===== src/rtl/ins_mem_pkg.sv =====
// rtl/ins_mem_pkg.sv - shared instruction-memory constants and loader state encoding
package ins_mem_pkg;

  localparam int INS_ADDR_W = 12;
  localparam int INS_DATA_W = 32;
  localparam int INS_DEPTH  = 4096;

  typedef enum logic [2:0] {
    ST_IDLE  = 3'd0,
    ST_RECV  = 3'd1,
    ST_WRITE = 3'd2,
    ST_CHK   = 3'd3,
    ST_DONE  = 3'd4
  } ld_state_t;

endpackage


===== src/rtl/byte_packer.sv =====
// rtl/byte_packer.sv - packs four stream bytes into one big-endian 32-bit word
//  clk, rst      : clock, synchronous active-high reset
//  clear         : drop any partial word (load start)
//  shift         : accept byte_in this cycle
//  byte_in       : stream byte
//  word          : first three held bytes followed by byte_in, i.e. the full word on the 4th shift
//  word_full     : this shift completes a word
module byte_packer (
  input  logic        clk,
  input  logic        rst,
  input  logic        clear,
  input  logic        shift,
  input  logic [7:0]  byte_in,
  output logic [31:0] word,
  output logic        word_full
);

  // Only three bytes need storing: the fourth is taken straight from byte_in
  // in the cycle it completes the word, and the counter wraps back to zero.
  logic [23:0] sr;
  logic [1:0]  cnt;

  always_ff @(posedge clk) begin
    if (rst || clear) begin
      sr  <= '0;
      cnt <= '0;
    end else if (shift) begin
      sr  <= {sr[15:0], byte_in};
      cnt <= cnt + 2'd1;
    end
  end

  assign word      = {sr, byte_in};
  assign word_full = shift && (cnt == 2'd3);

endmodule


===== src/rtl/ins_loader.sv =====
// rtl/ins_loader.sv - byte-stream loader writing 32-bit words into instruction memory
//  Optional macro: LOAD_CHECKSUM_EN (adds CHK state and trailing XOR checksum byte)
//  clk, rst              : clock, synchronous active-high reset
//  start, base_addr,
//  word_count            : load request, sampled only in IDLE/DONE
//  byte_data, byte_valid,
//  byte_ready            : incoming byte stream handshake
//  mem_we, mem_addr,
//  mem_wdata             : instruction memory write port
//  cpu_halt, busy        : load in progress
//  done, err             : completion / error levels
module ins_loader
  import ins_mem_pkg::*;
#(
  parameter int ADDR_W = INS_ADDR_W,
  parameter int DATA_W = INS_DATA_W
) (
  input  logic              clk,
  input  logic              rst,
  input  logic              start,
  input  logic [ADDR_W-1:0] base_addr,
  input  logic [ADDR_W:0]   word_count,
  input  logic [7:0]        byte_data,
  input  logic              byte_valid,
  output logic              byte_ready,
  output logic              mem_we,
  output logic [ADDR_W-1:0] mem_addr,
  output logic [DATA_W-1:0] mem_wdata,
  output logic              cpu_halt,
  output logic              busy,
  output logic              done,
  output logic              err
);

  localparam logic [ADDR_W:0] MAX_COUNT = {1'b1, {ADDR_W{1'b0}}};

  ld_state_t         state, state_n;
  logic [ADDR_W-1:0] base_q;
  logic [ADDR_W:0]   count_q;
  logic [ADDR_W:0]   words_q;
  logic [ADDR_W:0]   words_inc;
  logic              accept;
  logic              idle_like;
  logic              count_ok;
  logic              load_start;
  logic              last_word;
  logic [31:0]       pk_word;
  logic              pk_full;
`ifdef LOAD_CHECKSUM_EN
  logic [7:0]        csum_q;
`endif

  assign accept     = byte_valid && byte_ready;
  assign idle_like  = (state == ST_IDLE) || (state == ST_DONE);
  assign count_ok   = (word_count != '0) && (word_count <= MAX_COUNT);
  assign load_start = start && idle_like && count_ok;
  assign words_inc  = words_q + 1'b1;
  assign last_word  = (words_inc == count_q);

  // The checksum byte arriving in CHK must not enter the packer.
  byte_packer u_packer (
    .clk       (clk),
    .rst       (rst),
    .clear     (load_start),
    .shift     (accept && (state == ST_RECV)),
    .byte_in   (byte_data),
    .word      (pk_word),
    .word_full (pk_full)
  );

  always_ff @(posedge clk) begin
    if (rst) state <= ST_IDLE;
    else     state <= state_n;
  end

  always_comb begin
    state_n = state;
    case (state)
      ST_IDLE, ST_DONE: begin
        if (start) state_n = count_ok ? ST_RECV : ST_DONE;
      end
      ST_RECV: begin
        if (pk_full) state_n = ST_WRITE;
      end
      ST_WRITE: begin
`ifdef LOAD_CHECKSUM_EN
        state_n = last_word ? ST_CHK : ST_RECV;
`else
        state_n = last_word ? ST_DONE : ST_RECV;
`endif
      end
      ST_CHK: begin
        if (accept) state_n = ST_DONE;
      end
      default: state_n = ST_IDLE;
    endcase
  end

  always_comb begin
    byte_ready = 1'b0;
    mem_we     = 1'b0;
    busy       = 1'b0;
    case (state)
      ST_RECV:  begin byte_ready = 1'b1; busy = 1'b1; end
      ST_WRITE: begin mem_we     = 1'b1; busy = 1'b1; end
      ST_CHK:   begin byte_ready = 1'b1; busy = 1'b1; end
      default:  ;
    endcase
  end

  assign cpu_halt = busy;

  always_ff @(posedge clk) begin
    if (rst) begin
      base_q    <= '0;
      count_q   <= '0;
      words_q   <= '0;
      mem_addr  <= '0;
      mem_wdata <= '0;
      done      <= 1'b0;
      err       <= 1'b0;
`ifdef LOAD_CHECKSUM_EN
      csum_q    <= '0;
`endif
    end else begin
      if (start && idle_like) begin
        if (count_ok) begin
          base_q  <= base_addr;
          count_q <= word_count;
          words_q <= '0;
          done    <= 1'b0;
          err     <= 1'b0;
`ifdef LOAD_CHECKSUM_EN
          csum_q  <= '0;
`endif
        end else begin
          done <= 1'b1;
          err  <= 1'b1;
        end
      end

      // Address and data are registered on the completing handshake so they
      // are valid throughout WRITE and then hold until the next word.
      if (pk_full) begin
        mem_addr  <= base_q + words_q[ADDR_W-1:0];
        mem_wdata <= pk_word;
      end

      if (state == ST_WRITE) begin
        words_q <= words_inc;
`ifndef LOAD_CHECKSUM_EN
        if (last_word) done <= 1'b1;
`endif
      end

`ifdef LOAD_CHECKSUM_EN
      if (accept && (state == ST_RECV)) csum_q <= csum_q ^ byte_data;
      if (accept && (state == ST_CHK)) begin
        done <= 1'b1;
        if (byte_data != csum_q) err <= 1'b1;
      end
`endif
    end
  end

endmodule


===== config.mk =====
export PLATFORM = sky130hd
export DESIGN_NAME = ins_loader
export DESIGN_NICKNAME = d
export VERILOG_FILES = /design/src/rtl/ins_mem_pkg.sv /design/src/rtl/byte_packer.sv /design/src/rtl/ins_loader.sv
export SDC_FILE = /design/constraint.sdc
export NUM_CORES = 1
export LEC_CHECK = 0
export CORE_MARGIN = 2
export CORE_UTILIZATION = 53
export DETAILED_ROUTE_END_ITERATION = 10
export GPL_TIMING_DRIVEN = 0
export PLACE_DENSITY = 0.8
export SLEW_MARGIN = 10
export SYNTH_ARGS = -nofsm -noshare
export SYNTH_HDL_FRONTEND = slang
export SYNTH_SLANG_ARGS = --single-unit

===== constraint.sdc =====
create_clock -name clk -period 2.53 [get_ports clk]
set_clock_uncertainty 0.1 [all_clocks]
set_input_delay 0.506 -clock clk [delete_from_list [all_inputs] [get_ports clk]]
set_output_delay 0.506 -clock clk [all_outputs]
set_load 0.03 [all_outputs]

==> flow_summary.yaml, run 1 <==
synth:
  async_reset_ff_share_pct: 0
  ys_seq_elements: 113
  yosys.area_share.xor_xnor_pct: 4.33
  muxShareOfSynthArea_pct: 0
  synth_compound_area_share_pct: 18.2
  yosysTopAreaCellShare_pct: 44.5
  synth_cells: 666
  avgSynthCellArea_um2: 7.64
  syn-cell-area_um2: 5090
  synth-main-ff-cell: "dfxtp_1"
  synthSimpleGateAreaFrac_pct: 25.2
  synth_top_family_by_area: "simple AND/OR/NAND/NOR gates"
  synth.distinct_cells: 49
  seq_area_frac_synth_pct: 44.5
  yosysTopAreaCell: "dfxtp_1"
  synth-edff-count: 0
  syn_nets: 717
  synth_area_leaders: "dfxtp_1 44%, nand2_1 14%, a21oi_1 12%"
  yosysWarnings: 0
  synthAdderAreaFrac_pct: 3.59
global_route:
  antenna_found_initial: 0
  grt_first_pass_wirelength_mm: 23.2
  grt_max_degree: 17
  grt_pass1_vias: 4862
  grt-ovfl-total: 0
  grtUsageTotal_pct: 28.7
min_path:
  hold_depth: 2
  holdPathEnd: "mem_addr[4]$_SDFFE_PP0P_"
  hold_path.startpoint: "mem_addr[4]$_SDFFE_PP0P_"
  hold_path_class: "reg -> reg"
clock_tree:
  holdBufCountCts: 0
  insertion_delay_ns: 0.51
  ctsRootBufferMaster: "clkbuf_8"
  cts.sinks: 113
  cts_made_buffers: 17
  cts_tree: "yes"
  cts_buffer_depth: 2
  cts_max_level: 4
  clk_pin_slew_ns: 0.06
floorplan:
  num_rows: 35
  die_x_um: 102
  ios: 87
  core-area_um2: 9280
  die_y_um: 102
  start_util_pct: 54.8
  die_area_um2: 10400
sta:
  fin_crit_ns: 2.46
  slew_violations: 0
  fin_setup_tns_ns: 0
  relSlewSlack_pct: 61.4
  whs_ns: 0.349
  finalSetupViolCount: 0
  rsz0062_at_grt: "true"
  max_freq_mhz: 406
  period_share_pct: 97.4
  final-hold-violation-count: 0
  tightest_slew_ns: 0.579
critical_path:
  required_ns: 1.92
  critPathMaxStageDelay_ns: 0.40
  crit_path_start_kind: "flop"
  critPathSlowestCell: "clkdlybuf4s15_1"
  end_kind: "output pin"
  r2r_start: "words_q[5]$_SDFFE_PP0P_"
  worstSetupPathType: "reg -> out"
  path_cells: "nand2b_1 > nand2b_1 > inv_2 > clkdlybuf4s15_1"
  regToRegEndpoint: "done$_SDFF_PP0_"
  cp.arrival_ns: 1.86
  crit_top_cell: "nand2b_1"
  cp_max_fo: 8
  reg2reg_depth: 7
  ff2ff_setup_slack_ns: 0.08
routing:
  viasPerCell: 5.57
  drc: 0
  drt_iter0_drc: 455
  first_pass_iters: 5
  wl_mm: 14.5
  dr_total_vias: 5081
  wl_per_cell_um: 15.9
  drtAntennaViolNets: 0
cells_and_area:
  areaGrowthSynthToFinish_pct: 34.6
  final_nets: 821
  antenna_cells: 0
  final_cell_area_um2: 6850
  drive_gt1_share_pct: 8.43
  final_common_cell: "nand2_1"
  layout_common_cells: "188 x nand2_1, 118 x a21oi_1, 110 x dfxtp_1, 81 x clkdlybuf4s50_1, 29 x clkbuf_1"
pwr:
  p_clk_share_pct: 55.3
  power_mw: 4.71
  seqPwrFrac_pct: 38.9
  ir_drop_mv: 0.513
  power.leakage_nw: 2.42
  p_comb_share_pct: 5.8
  powerDensity_nw_per_um2: 687
  swShare_pct: 22.7
  p_sw_mw: 1.07
  p_int_mw: 3.64
status:
  status: "completed"
placed_design:
  gp_congestion: 0.903
  io_buffers: 85
  dp_hpwl_mm: 10.1
  place_area_um2: 6100
job:
  drv_cap: 0
-- metal layers --
metal | global-route usage (%) | wire, um | up-vias
met2 | 46.4 | 6760 | 206
met3 | 6.36 | 925 | 34
met1 | 37.1 | 6470 | 2349
met4 | 12.7 | 321 | 0
li1 | - | - | 2492
met5 | 0 | 0 | -
-- metrics by stage --
stage	util, %	std cells	setup slack, ns
6_report	73.8	912	0.0659
5_1_grt	73.8	912	-0.00219
4_1_cts	73.2	910	0.00893
3_5_place_dp	65.7	880	-1.11
3_3_place_gp	65.7	880	-1.04
2_1_floorplan	-	666	0.199
-- sequential cells by signal (all words and copies together), names as in the netlist --
register      count
u_packer.sr      24
state             3
words_q          13
done              1
u_packer.cnt      2
mem_addr         12
err               1
base_q           12
mem_wdata        32
count_q          13
-- cell type report --
class	instances	area (um2)
Inverter	9	33.8
Fill cell	730	2430
Clock inverter	14	229
Timing Repair Buffer	88	870
Clock buffer	18	418
Buffer	42	183
Multi-Input combinational cell	499	2690
Tap cell	129	161
Sequential cell	113	2270
-- cells in the mapped netlist (4+ instances only) --
cell	instances
inv_1	8
nor2b_1	5
nand2_1	189
nand3_1	14
and2_1	5
o21ai_0	18
nand4_1	6
xor2_1	8
nor3_1	9
a21oi_1	118
a211oi_1	5
o21a_1	4
xnor2_1	14
and3_1	8
ha_1	13
or3_1	8
nor4_1	6
clkbuf_1	38
dfxtp_1	113
nor2_1	29
a31oi_1	8
-- how the worst max path moves through the flow --
stage	start	to	slack, ns	cells after the start
after CTS	words_q[1]$_SDFFE_PP0P_	done$_SDFF_PP0_	0.009	8
after detailed placement	word_count[0]	u_packer.sr[4]$_SDFFE_PP0P_	-1.11	8
after floorplan	words_q[0]$_SDFFE_PP0P_	done$_SDFF_PP0_	0.20	9
final	state[2]$_SDFFE_PP0P_	mem_we	0.07	4
after global routing	state[1]$_SDFFE_PP0P_	cpu_halt	-0.002	4
after global placement	word_count[0]	u_packer.sr[23]$_SDFFE_PP0P_	-1.04	8
-- worst max-delay path, delay by kind of cell (launching register included) --
family        cells  cell delay [ns]
simple gates      2             0.41
buf+inv           2             0.60
flops             1             0.34
-- cell families (layout without fill, tap and decap cells) --
group / after synthesis / after routing
xor+xnor: 23 / 23
simple gates: 293 / 293
buf+inv: 54 / 171
fa+ha+maj: 14 / 14
compound gates: 169 / 169
flops: 113 / 113
-- power by group through the flow --
stage,Clock (mW),Combinational (mW),Sequential [mW]
4_1_cts,2.61,0.265,1.83
5_1_grt,2.70,0.297,1.83
3_5_place_dp,0,0.259,1.87
3_3_place_gp,0,0.254,1.87
6_report,2.60,0.273,1.83
2_1_floorplan,0,0.138,1.87
-- repair_timing --
action | CTS | global route
hold endpoints to repair | 0 | 0
buffers inserted | 0 | 3
pin swaps | 0 | 5
setup endpoints to repair | 106 | 59
gates resized for setup | 23 | 16
(Power assumes the default switching activity.)
==> run 2, diff against run 1 <==
Settings changed: GPL_ROUTABILITY_DRIVEN set to 0.
==> run 2 against run 1 <==
Cell count is 0.33% lower. Register-to-register slack better by 0.04 ns. Critical path depth stayed put. Largest power group unchanged.
==> flow_summary.yaml, run 2 (synthesis gave the netlist of run 1 again) <==
clock_tree:
  cts_tree: "yes"
  insertion_delay_ns: 0.52
  cts_max_level: 4
  ctsRootBufferMaster: "clkbuf_8"
  cts_buffer_depth: 2
  clk_pin_slew_ns: 0.06
  cts_made_buffers: 17
  cts.sinks: 113
  holdBufCountCts: 0
global_route:
  grtUsageTotal_pct: 26.9
  antenna_found_initial: 0
  grt-ovfl-total: 0
  grt_first_pass_wirelength_mm: 21.9
  grt_max_degree: 17
  grt_pass1_vias: 4664
cells_and_area:
  largest_registers: "mem_wdata x32, u_packer.sr x24"
  largest_reg_flops: 32
  drive_gt1_share_pct: 7.69
  fillers: 701
  layout_common_cells: "188 x nand2_1, 118 x a21oi_1, 110 x dfxtp_1, 81 x clkdlybuf4s50_1, 30 x clkbuf_1"
  final_common_cell: "nand2_1"
  final_nets: 818
  largest_register: "mem_wdata"
  postLayoutCoreUtil_pct: 72.9
  areaGrowthSynthToFinish_pct: 33.0
  antenna_cells: 0
  final_cells: 909
critical_path:
  r2r_start: "words_q[4]$_SDFFE_PP0P_"
  crit_top_cell: "nand2b_1"
  path_cells: "nand2b_1 > nand2b_1 > inv_2 > clkdlybuf4s15_1"
  end_kind: "output pin"
  required_ns: 1.92
  ff2ff_setup_slack_ns: 0.12
  cp_max_fo: 8
  reg2reg_depth: 7
  critPathMaxStageDelay_ns: 0.40
  regToRegEndpoint: "mem_addr[11]$_SDFFE_PP0P_"
  cp.arrival_ns: 1.89
  worstSetupPathType: "reg -> out"
  path_delay_family: "buffers and inverters"
  cp-startpoint: "state[2]$_SDFFE_PP0P_"
  critPathSlowestCell: "clkdlybuf4s15_1"
  cp_num_buf_inv: 2
  crit_path_start_kind: "flop"
routing:
  met1_length_mm: 6.00
  met2_length_mm: 6.30
  viasPerCell: 5.57
  wl_mm: 13.6
  met3_length_mm: 1.05
  drc: 0
  first_pass_iters: 6
  topRoutingLayerUsed: "met4"
  drt_iter0_drc: 427
  wl_per_cell_um: 15.0
  drtAntennaViolNets: 0
  dr_total_vias: 5064
sta:
  final-hold-violation-count: 0
  slew_violations: 0
  tightest_slew_ns: 0.581
  fin_crit_ns: 2.50
  fin_setup_tns_ns: 0
  period_share_pct: 98.7
  relSlewSlack_pct: 61.3
  finalSetupViolCount: 0
  max_freq_mhz: 400
  rsz0062_at_grt: "true"
floorplan:
  num_rows: 35
  start_util_pct: 54.8
  core-area_um2: 9280
  die_y_um: 102
  die_x_um: 102
  ios: 87
  die_area_um2: 10400
min_path:
  hold_depth: 2
  hold_path_class: "reg -> reg"
  holdPathEnd: "mem_addr[5]$_SDFFE_PP0P_"
  hold_path.startpoint: "mem_addr[5]$_SDFFE_PP0P_"
pwr:
  powerDensity_nw_per_um2: 663
  ir_drop_mv: 0.371
  power_mw: 4.49
  power.leakage_nw: 2.38
placed_design:
  io_buffers: 85
  dp_hpwl_mm: 9.46
  place_inst: 880
status:
  status: "completed"
job:
  drv_cap: 0
## run 2: changes by cell type in the layout (fill, tap and decap cells not counted), moves of 2 or more
cell / before / now
clkinv_2: 0 / 2
bufinv_16: 5 / 3
clkbuf_2: 8 / 6
clkinv_4: 4 / 2
## run 2: worst max-delay path by stage
stage | endpoint | cells past startpoint
2_1_floorplan | done$_SDFF_PP0_ | 9
3_3_place_gp | u_packer.sr[23]$_SDFFE_PP0P_ | 8
3_5_place_dp | u_packer.sr[2]$_SDFFE_PP0P_ | 8
4_1_cts | mem_we | 4
5_1_grt | mem_addr[8]$_SDFFE_PP0P_ | 10
6_report | mem_we | 4
## run 2: final cells by class
class	instances	area, um2	area share, %
inverters	9	33.8	0.499
clock buffers	20	435	6.43
flip-flops and latches	113	2270	33.5
clock inverters	12	158	2.33
plain buffers	40	170	2.51
repair buffers	87	862	12.7
well taps	129	161	2.38
multi-input cells	499	2680	39.6
## run 2: what timing repair did
action,4_1_cts,5_1_grt
setup endpoints to repair,69,88
cloned,0,0
pin swaps,0,1
resized for setup,20,12
buffers inserted,0,2
## run 2: metrics by stage
stage          area, um2  worst slack (ns)  hold slack [ns]
5_1_grt             6770          -0.00506            0.371
3_3_place_gp        6100            -0.905            0.340
4_1_cts             6730            0.0576            0.351
6_report            6770            0.0329            0.349
2_1_floorplan       5090             0.199            0.332
3_5_place_dp        6100            -0.956            0.345
## run 2: layer usage
metal,vias to the layer above,track usage [%]
li1,2487,-
met1,2318,35.6
met2,226,42.9
met3,33,5.61
met4,0,11.2
met5,-,0
## run 2: where the power goes
group	internal, mW	leakage [nW]	switching, mW
logic	0.115	1.18	0.154
clock network	1.53	0.282	0.855
registers	1.81	0.915	0.0238
total	3.45	2.38	1.03
## run 2: worst register-to-register path: stages, from the launching register on
cell	delay, ns
dfxtp_1	0.46
ha_1	0.33
o31ai_1	0.37
nor3_1	0.12
a2111oi_2	0.47
a21oi_1	0.14
xnor2_1	0.22
a21oi_1	0.09
